**src/rtl/maxpool_stream_pkg.sv**
```systemverilog
// Shared defaults and helpers for the streaming max-pool stage.
// Imported by the lane comparator and the top level.
package maxpool_stream_pkg;

    localparam int unsigned DefaultDataBits = 8;
    localparam int unsigned DefaultC        = 6;
    localparam int unsigned DefaultW        = 24;
    localparam int unsigned DefaultH        = 24;

    // Counter/index width that never collapses to zero bits.
    function automatic int unsigned idx_bits(input int unsigned n);
        return (n <= 2) ? 1 : $clog2(n);
    endfunction

endpackage

```
**src/rtl/maxpool_stream_max.sv**
```systemverilog
// Combinational lane-wise max of two packed C-lane vectors.
// SIGNED selects two's-complement or unsigned compare per lane.
module pool_max_c
    import maxpool_stream_pkg::*;
#(
    parameter int unsigned DATA_BITS = DefaultDataBits,
    parameter int unsigned C         = DefaultC,
    parameter bit          SIGNED    = 1'b1
) (
    input  logic [C*DATA_BITS-1:0] a,
    input  logic [C*DATA_BITS-1:0] b,
    output logic [C*DATA_BITS-1:0] y
);

    for (genvar k = 0; k < C; k++) begin : g_lane
        logic [DATA_BITS-1:0] la;
        logic [DATA_BITS-1:0] lb;
        logic                 a_wins;

        assign la = a[k*DATA_BITS +: DATA_BITS];
        assign lb = b[k*DATA_BITS +: DATA_BITS];

        if (SIGNED) begin : g_signed
            assign a_wins = $signed(la) >= $signed(lb);
        end else begin : g_unsigned
            assign a_wins = la >= lb;
        end

        assign y[k*DATA_BITS +: DATA_BITS] = a_wins ? la : lb;
    end

endmodule

```
**src/rtl/maxpool_stream.sv**
```systemverilog
// Streaming 2x2 / stride-2 max-pooling stage with valid/ready on both sides
// and optional fused ReLU.
module maxpool_stream
    import maxpool_stream_pkg::*;
#(
    parameter int unsigned DATA_BITS = DefaultDataBits,
    parameter int unsigned C         = DefaultC,
    parameter int unsigned W         = DefaultW,
    parameter int unsigned H         = DefaultH,
    parameter bit          SIGNED    = 1'b1,
    parameter bit          RELU      = 1'b0
) (
    input  logic                   clk,
    input  logic                   reset,
    input  logic                   in_valid,
    output logic                   in_ready,
    input  logic [C*DATA_BITS-1:0] in_data,
    output logic                   out_valid,
    input  logic                   out_ready,
    output logic [C*DATA_BITS-1:0] out_data,
    output logic                   out_last
);

    localparam int unsigned DW       = C * DATA_BITS;
    localparam int unsigned ColBits  = idx_bits(W);
    localparam int unsigned RowBits  = idx_bits(H);
    localparam int unsigned BufDepth = W / 2;
    localparam int unsigned BufBits  = idx_bits(BufDepth);
    localparam logic [ColBits-1:0] ColMax = ColBits'(W - 1);
    localparam logic [RowBits-1:0] RowMax = RowBits'(H - 1);

    if ((W % 2) != 0 || W < 2) begin : g_bad_w
        $error("maxpool_stream: W must be even and non-zero");
    end
    if ((H % 2) != 0 || H < 2) begin : g_bad_h
        $error("maxpool_stream: H must be even and non-zero");
    end

    logic [ColBits-1:0] col;
    logic [RowBits-1:0] row;
    logic [DW-1:0]      hold;
    logic [DW-1:0]      rowbuf [BufDepth];
    logic [BufBits-1:0] buf_idx;
    logic [DW-1:0]      rowbuf_rd;
    logic [DW-1:0]      pair_max;
    logic [DW-1:0]      win_max;
    logic [DW-1:0]      result;
    logic               accept;
    logic               col_last;
    logic               row_last;

    assign in_ready  = !reset && (!out_valid || out_ready);
    assign accept    = in_valid && in_ready;
    assign col_last  = (col == ColMax);
    assign row_last  = (row == RowMax);
    assign buf_idx   = BufBits'(col >> 1);
    assign rowbuf_rd = rowbuf[buf_idx];

    pool_max_c #(
        .DATA_BITS (DATA_BITS),
        .C         (C),
        .SIGNED    (SIGNED)
    ) u_pair_max (
        .a (hold),
        .b (in_data),
        .y (pair_max)
    );

    pool_max_c #(
        .DATA_BITS (DATA_BITS),
        .C         (C),
        .SIGNED    (SIGNED)
    ) u_win_max (
        .a (rowbuf_rd),
        .b (pair_max),
        .y (win_max)
    );

    // ReLU only has meaning for two's-complement lanes.
    always_comb begin
        result = win_max;
        if (SIGNED && RELU) begin
            for (int k = 0; k < int'(C); k++) begin
                if (win_max[k*DATA_BITS + DATA_BITS - 1]) begin
                    result[k*DATA_BITS +: DATA_BITS] = '0;
                end
            end
        end
    end

    // Even rows deposit the horizontal pair max; odd rows read it back.
    always_ff @(posedge clk) begin
        if (accept && col[0] && !row[0]) begin
            rowbuf[buf_idx] <= pair_max;
        end
    end

    always_ff @(posedge clk) begin
        if (reset) begin
            col       <= '0;
            row       <= '0;
            hold      <= '0;
            out_valid <= 1'b0;
            out_data  <= '0;
            out_last  <= 1'b0;
        end else begin
            if (out_valid && out_ready) begin
                out_valid <= 1'b0;
            end
            if (accept) begin
                if (col_last) begin
                    col <= '0;
                    row <= row_last ? '0 : row + 1'b1;
                end else begin
                    col <= col + 1'b1;
                end

                if (!col[0]) begin
                    hold <= in_data;
                end else if (row[0]) begin
                    out_data  <= result;
                    out_valid <= 1'b1;
                    out_last  <= row_last && col_last;
                end
            end
        end
    end

endmodule

```
**config.mk**
```make
export PLATFORM = sky130hd
export DESIGN_NAME = maxpool_stream
export DESIGN_NICKNAME = d
export VERILOG_FILES = /design/src/rtl/maxpool_stream_pkg.sv /design/src/rtl/maxpool_stream_max.sv /design/src/rtl/maxpool_stream.sv
export SDC_FILE = /design/constraint.sdc
export NUM_CORES = 1
export LEC_CHECK = 0
export ABC_AREA = 1
export BUFFER_PORTS_ARGS = -buffer_cell sky130_fd_sc_hd__buf_2
export CAP_MARGIN = 10
export CELL_PAD_IN_SITES_DETAIL_PLACEMENT = 1
export CELL_PAD_IN_SITES_GLOBAL_PLACEMENT = 1
export CORE_MARGIN = 5
export CORE_UTILIZATION = 35
export CTS_BUF_LIST = sky130_fd_sc_hd__clkbuf_8 sky130_fd_sc_hd__clkbuf_16
export CTS_CLUSTER_SIZE = 12
export DETAILED_ROUTE_END_ITERATION = 7
export GPL_ROUTABILITY_DRIVEN = 1
export PLACE_DENSITY_LB_ADDON = 0.1
export SYNTH_ARGS = -nofsm -noshare
export SYNTH_HDL_FRONTEND = slang
export SYNTH_HIERARCHICAL = 1
export SYNTH_SLANG_ARGS = --single-unit
```
**constraint.sdc**
```tcl
create_clock -name clk -period 6.4 [get_ports clk]
set_clock_uncertainty 0.2 [all_clocks]
set_input_delay 0.32 -clock clk [delete_from_list [all_inputs] [get_ports clk]]
set_output_delay 0.32 -clock clk [all_outputs]
set_load 0.02 [all_outputs]
```
## Word-level counts from Yosys, hierarchy flattened

Memory sizes are Yosys's and may differ from the RTL's. A register that Yosys moved wholly into a read port is not among the register bits.
Index checks and enable logic that the tools add are counted.

| word-level totals | value |
|---|---|
| word-level logic and storage cells | 59 |
| memory bits (writable) | 576 |
| register bits after elaboration | 108 |
| memory bits (read-only) | 0 |
| bits in latches | 0 |
| bits of input ports | 52 |
| memories | 1 |

Memory list:

| name | words | bits a word | rd ports | clocked after Yosys merged registers in | write ports | line | text |
|---|---|---|---|---|---|---|---|
| rowbuf | 12 | 48 | 1 | 1 | 1 | maxpool_stream.sv:42 | `logic [DW-1:0] rowbuf [BufDepth];` |

| operators by class | value |
|---|---|
| shift operators | 0 |
| magnitude comparators | 12 |
| equal/unequal tests | 2 |
| add/sub/neg operators | 2 |
| muxes and demuxes | 22 |
| bitwise gates (word level) | 1 |
| divide/modulo/power cells | 0 |
| $mul | 0 |
| reduce and logical (&&, ||, !) cells | 13 |

Operator list:

| kind | number |
|---|---|
| >= comparator 8 bit | 12 |
| two-way mux 8 bit | 12 |
| adder 5 x 1 -> 5 bit (second input constant) | 2 |
| == test 5 bit (second input constant) | 2 |
| two-way mux 5 bit | 2 |
| two-way mux 4 bit | 2 |
| logical AND 1 bit | 6 |
| two-way mux 1 bit | 6 |
| AND reduction 2 bit | 2 |
| logical NOT 1 bit | 3 |
| AND reduction 3 bit | 1 |
| logical OR 1 bit | 1 |
| inverter 1 bit | 1 |

## Longest topological paths before layout

| depth | value |
|---|---|
| depth in word-level cells | 8 |
| gate-level depth with buffers | 27 |
| depth with buffers taken out | 27 |

## Modules after synthesis

Netlist, hierarchy kept.

By module, submodules not included:

| module | area each (sq um) | seq. area each (sq um) | cells each | times used |
|---|---|---|---|---|
| maxpool_stream | 27408.8 | 19538.7 | 2533 | 1 |
| pool_max_c | 2224.6 | 0.0 | 381 | 2 |

## Worst setup path before layout

No wires, ideal clock.

| path | value |
|---|---|
| path kind | register to register |
| start | reg out_valid |
| end | mem rowbuf[10][0] (netlist bit) (enable) |
| slack | 0.382 ns |
| arrival | 5.245 ns |
| buffers on the path | 0 |
| cell stages (with the launch flop) | 4 |
| required time | 5.627 ns |
| cells stage by stage | dfxtp_1 -> nand2_1 -> nand4_1 -> nor4_1 |

| between the ends | value |
|---|---|
| cells in the longest elaborated chain, start to end | 8 |

Ends and longest elaborated chain:

| item | line | text |
|---|---|---|
| start: declaration | maxpool_stream.sv:18 | `output logic out_valid,` |
| start signal: assignment | maxpool_stream.sv:103 | `out_valid <= 1'b0;` |
| start signal: assignment | maxpool_stream.sv:108 | `out_valid <= 1'b0;` |
| start signal: assignment | maxpool_stream.sv:122 | `out_valid <= 1'b1;` |
| logical NOT 1 bit | maxpool_stream.sv:52 | `assign in_ready = !reset && (!out_valid \|\| out_ready);` |
| logical OR 1 bit | maxpool_stream.sv:52 |  |
| logical AND 1 bit | maxpool_stream.sv:52 |  |
| logical AND 1 bit | maxpool_stream.sv:53 | `assign accept = in_valid && in_ready;` |
| logical AND 1 bit (2 in series) | maxpool_stream.sv:93 | `if (accept && col[0] && !row[0]) begin` |
| two-way mux 1 bit | maxpool_stream.sv:93 |  |
| two-way mux 1 bit (implied by the code) | maxpool_stream.sv:94 | `rowbuf[buf_idx] <= pair_max;` |
| end: declaration | maxpool_stream.sv:42 |  |

Every way passes these cells.

==> flow_summary.json <==
{
  "holdCritPathClass": "reg -> reg",
  "grt_pass1_wl_mm": 147,
  "initial_utilization_pct": 35.3,
  "post-route-period-util_pct": 65.8,
  "holdBufCountCts": 51,
  "ys.warnings.count": 6,
  "cts_htree_levels": 3,
  "synth-seq-cells": 688,
  "slew_viol_final": 0,
  "grt_max_degree": 173,
  "synthCells": 3295,
  "slew_headroom_pct": 23.1,
  "cts_buffers": 80,
  "die_w_um": 312,
  "rows": 110,
  "critPathKind": "reg -> reg",
  "clock-sinks": 688,
  "power_density_nw_per_um2": 300,
  "syn_area_um2": 31900,
  "vdd_drop_max_v": 0.000168,
  "synth-adder-area-share_pct": 3.85,
  "coreArea_um2": 90100,
  "cts_tree": "yes",
  "drive_gt1_share_pct": 10.5,
  "cts_resized": 0,
  "critPathMaxStageDelay_ps": 710,
  "required_ps": 6710,
  "grt_pass1_vias": 25000,
  "fin_ws_ps": 2190,
  "crit_chain": "inv_8, buf_4, nand2_1, nand3_1, nand3_1, nand3_1, nand2_1, ha_1, a21o_1, nor2_2, nand2_1, nand2_2, nand3_4, nand2_1, nand2_1, nor2_1, nor2_1",
  "cts_setup_buffers": 0,
  "hold_ws_ps": 281,
  "ant_nets": 0,
  "gp_congestion": 0.756,
  "path_clk_slew_ps": 60,
  "yosysSeqAreaShare_pct": 61.3,
  "synthXorXnorAreaFrac_pct": 0,
  "min_period_ps": 4210,
  "route.detailed.drc": 0,
  "slowest_stage": "inv_8",
  "clock_path_buffers": 3,
  "final.setup.tns_ps": 0,
  "max_freq_mhz": 237,
  "diodes": 0,
  "hold_violations": 0,
  "root_buffer": "clkbuf_16",
  "wirelength_mm": 95.8,
  "crit_fanout": 138,
  "end_kind": "flop",
  "synth_compound_area_share_pct": 4.85,
  "synthesis.nets": 3445,
  "clock_latency_ps": 620,
  "dieArea_um2": 97200,
  "die_h_um": 312,
  "critical_path.most_common_cell": "nand2_1",
  "ios": 103,
  "post-place-ws_ps": 2140,
  "place_hpwl_mm": 53.8,
  "vias": 23600,
  "drt_iter0_drc": 1312,
  "antenna_found_initial": 0,
  "worstMarginPinSlew_ps": 1150,
  "syn_area_per_cell_um2": 9.67,
  "p_leak_nw": 15.5,
  "drv_cap": 0,
  "port_buffers": 102,
  "syn_to_final_growth_pct": 15.0,
  "first_pass_iters": 5,
  "synthSimpleGateAreaFrac_pct": 24.4,
  "gr-total-overflow": 0,
  "rsz0062_at_grt": "false",
  "grtUsageTotal_pct": 19.3,
  "setup_viol": 0,
  "synth_mux_area_share_pct": 0,
  "outcome": "complete, no violations",
  "yosys.cell_types.count": 30,
  "avgRoutedWirePerCell_um": 20.5,
  "synth_top_family_by_area": "simple AND/OR/NAND/NOR gates",
  "viasPerCell": 5.07,
  "worst_setup_path_start_kind": "flop",
  "arrival_ps": 4520,
  "fin_nets": 3571
}
-- where the power goes --
| group | total, mW | internal, mW | switching [mW] |
|---|---|---|---|
| sequential | 5.05 | 5.01 | 0.0370 |
| clock | 4.48 | 2.64 | 1.83 |
| combinational | 1.45 | 0.419 | 1.04 |
-- metal layers --
| layer | up-vias | GRT usage (%) | part of all wire (%) | wire length (um) |
|---|---|---|---|---|
| met5 | - | 0 | 0 | 0 |
| met4 | 0 | 3.85 | 1.8 | 1680 |
| li1 | 11300 | - | - | - |
| met2 | 330 | 34.0 | 49 | 46900 |
| met3 | 108 | 2.57 | 3.0 | 2880 |
| met1 | 11900 | 25.6 | 46 | 44300 |
-- sequential cells by signal (all words and copies together), names as in the netlist, named ones only --
register   flops
rowbuf       576
hold          48
out_data      48
col            5
row            5
out_last       1
out_valid      1
-- synthesized netlist by cell type --
cell type	number	area share, %
a21o_2	2	0.055
o21ai_0	178	2.8
buf_4	9	0.21
edfxtp_1	576	54
nand3_2	12	0.38
a21o_1	10	0.24
inv_2	1	0.012
nand2_1	1103	13
ha_1	98	3.8
nor4_1	1	0.020
dfxtp_1	112	7.0
buf_2	75	1.2
buf_6	5	0.18
inv_4	4	0.079
o22ai_1	48	0.94
nor2_2	33	0.65
o21ai_1	20	0.31
a21oi_1	32	0.50
nor2_4	5	0.18
nand4_1	98	1.9
nand3_1	197	3.1
nor3_1	2	0.031
nand3_4	13	0.71
nand2_2	14	0.27
buf_8	3	0.14
nor2_1	311	3.7
inv_1	267	3.1
nand4_2	12	0.47
buf_1	10	0.12
clkbuf_1	44	0.52
-- final cells by class --
type,count,area [um^2]
fill,10100,53500
sequential,688,19500
inverter,272,1040
clock inverter,59,429
timing repair buffer,190,1390
tap,1176,1470
multi-input combinational,2189,10600
clock buffer,88,2150
-- cells by family (layout without fill, tap and decap cells) --
family | Yosys count | in the layout
and+or+nand+nor | 1801 | 1801
buffers and inverters | 418 | 609
DFF | 688 | 688
adders and majority gates | 98 | 98
AOI/OAI and AO/OA | 290 | 290
-- critical path: cells and delay by family, from the launching register on --
kind / cells / cell delay, ps
flops: 1 / 550
buf+inv: 2 / 1300
compound gates: 1 / 210
fa+ha+maj: 1 / 370
simple gates: 13 / 1380
-- cell usage in the layout (no fill, tap or decap), types with 15 or more instances in the layout --
| master | count |
|---|---|
| edfxtp_1 | 576 |
| dlygate4sd3_1 | 51 |
| a21oi_1 | 32 |
| nor2_2 | 33 |
| nand3_1 | 197 |
| ha_1 | 98 |
| o21ai_0 | 178 |
| clkinv_1 | 15 |
| nand4_1 | 98 |
| nor2_1 | 302 |
| clkbuf_16 | 83 |
| o21ai_1 | 20 |
| nand2_1 | 1103 |
| buf_4 | 30 |
| o22ai_1 | 48 |
| buf_2 | 102 |
| dfxtp_1 | 108 |
| inv_1 | 284 |
-- final timing paths --
path         slack (ps)                        end                 from  depth (start not counted)
max                2190  out_data[28]$_SDFFE_PP0P_                 flop                         17
min reg2reg         280        row[4]$_SDFFE_PP0P_  row[4]$_SDFFE_PP0P_                          2
max reg2reg        2190  out_data[28]$_SDFFE_PP0P_                 flop                         17
min                 280        row[4]$_SDFFE_PP0P_  row[4]$_SDFFE_PP0P_                          2
-- through the flow --
stage / cell area (um^2) / std cells / total power [mW] / util [%]
after global routing: 36600 / 4662 / 11.5 / 40.6
final: 36600 / 4662 / 11.0 / 40.6
after CTS: 36600 / 4662 / 11.1 / 40.6
after detailed placement: 33600 / 4464 / 6.59 / 37.2
after floorplan: 31900 / 3295 / 6.15 / -
after global placement: 33600 / 4464 / 6.53 / 37.2
No activity file was read; power rests on OpenSTA's default activity.
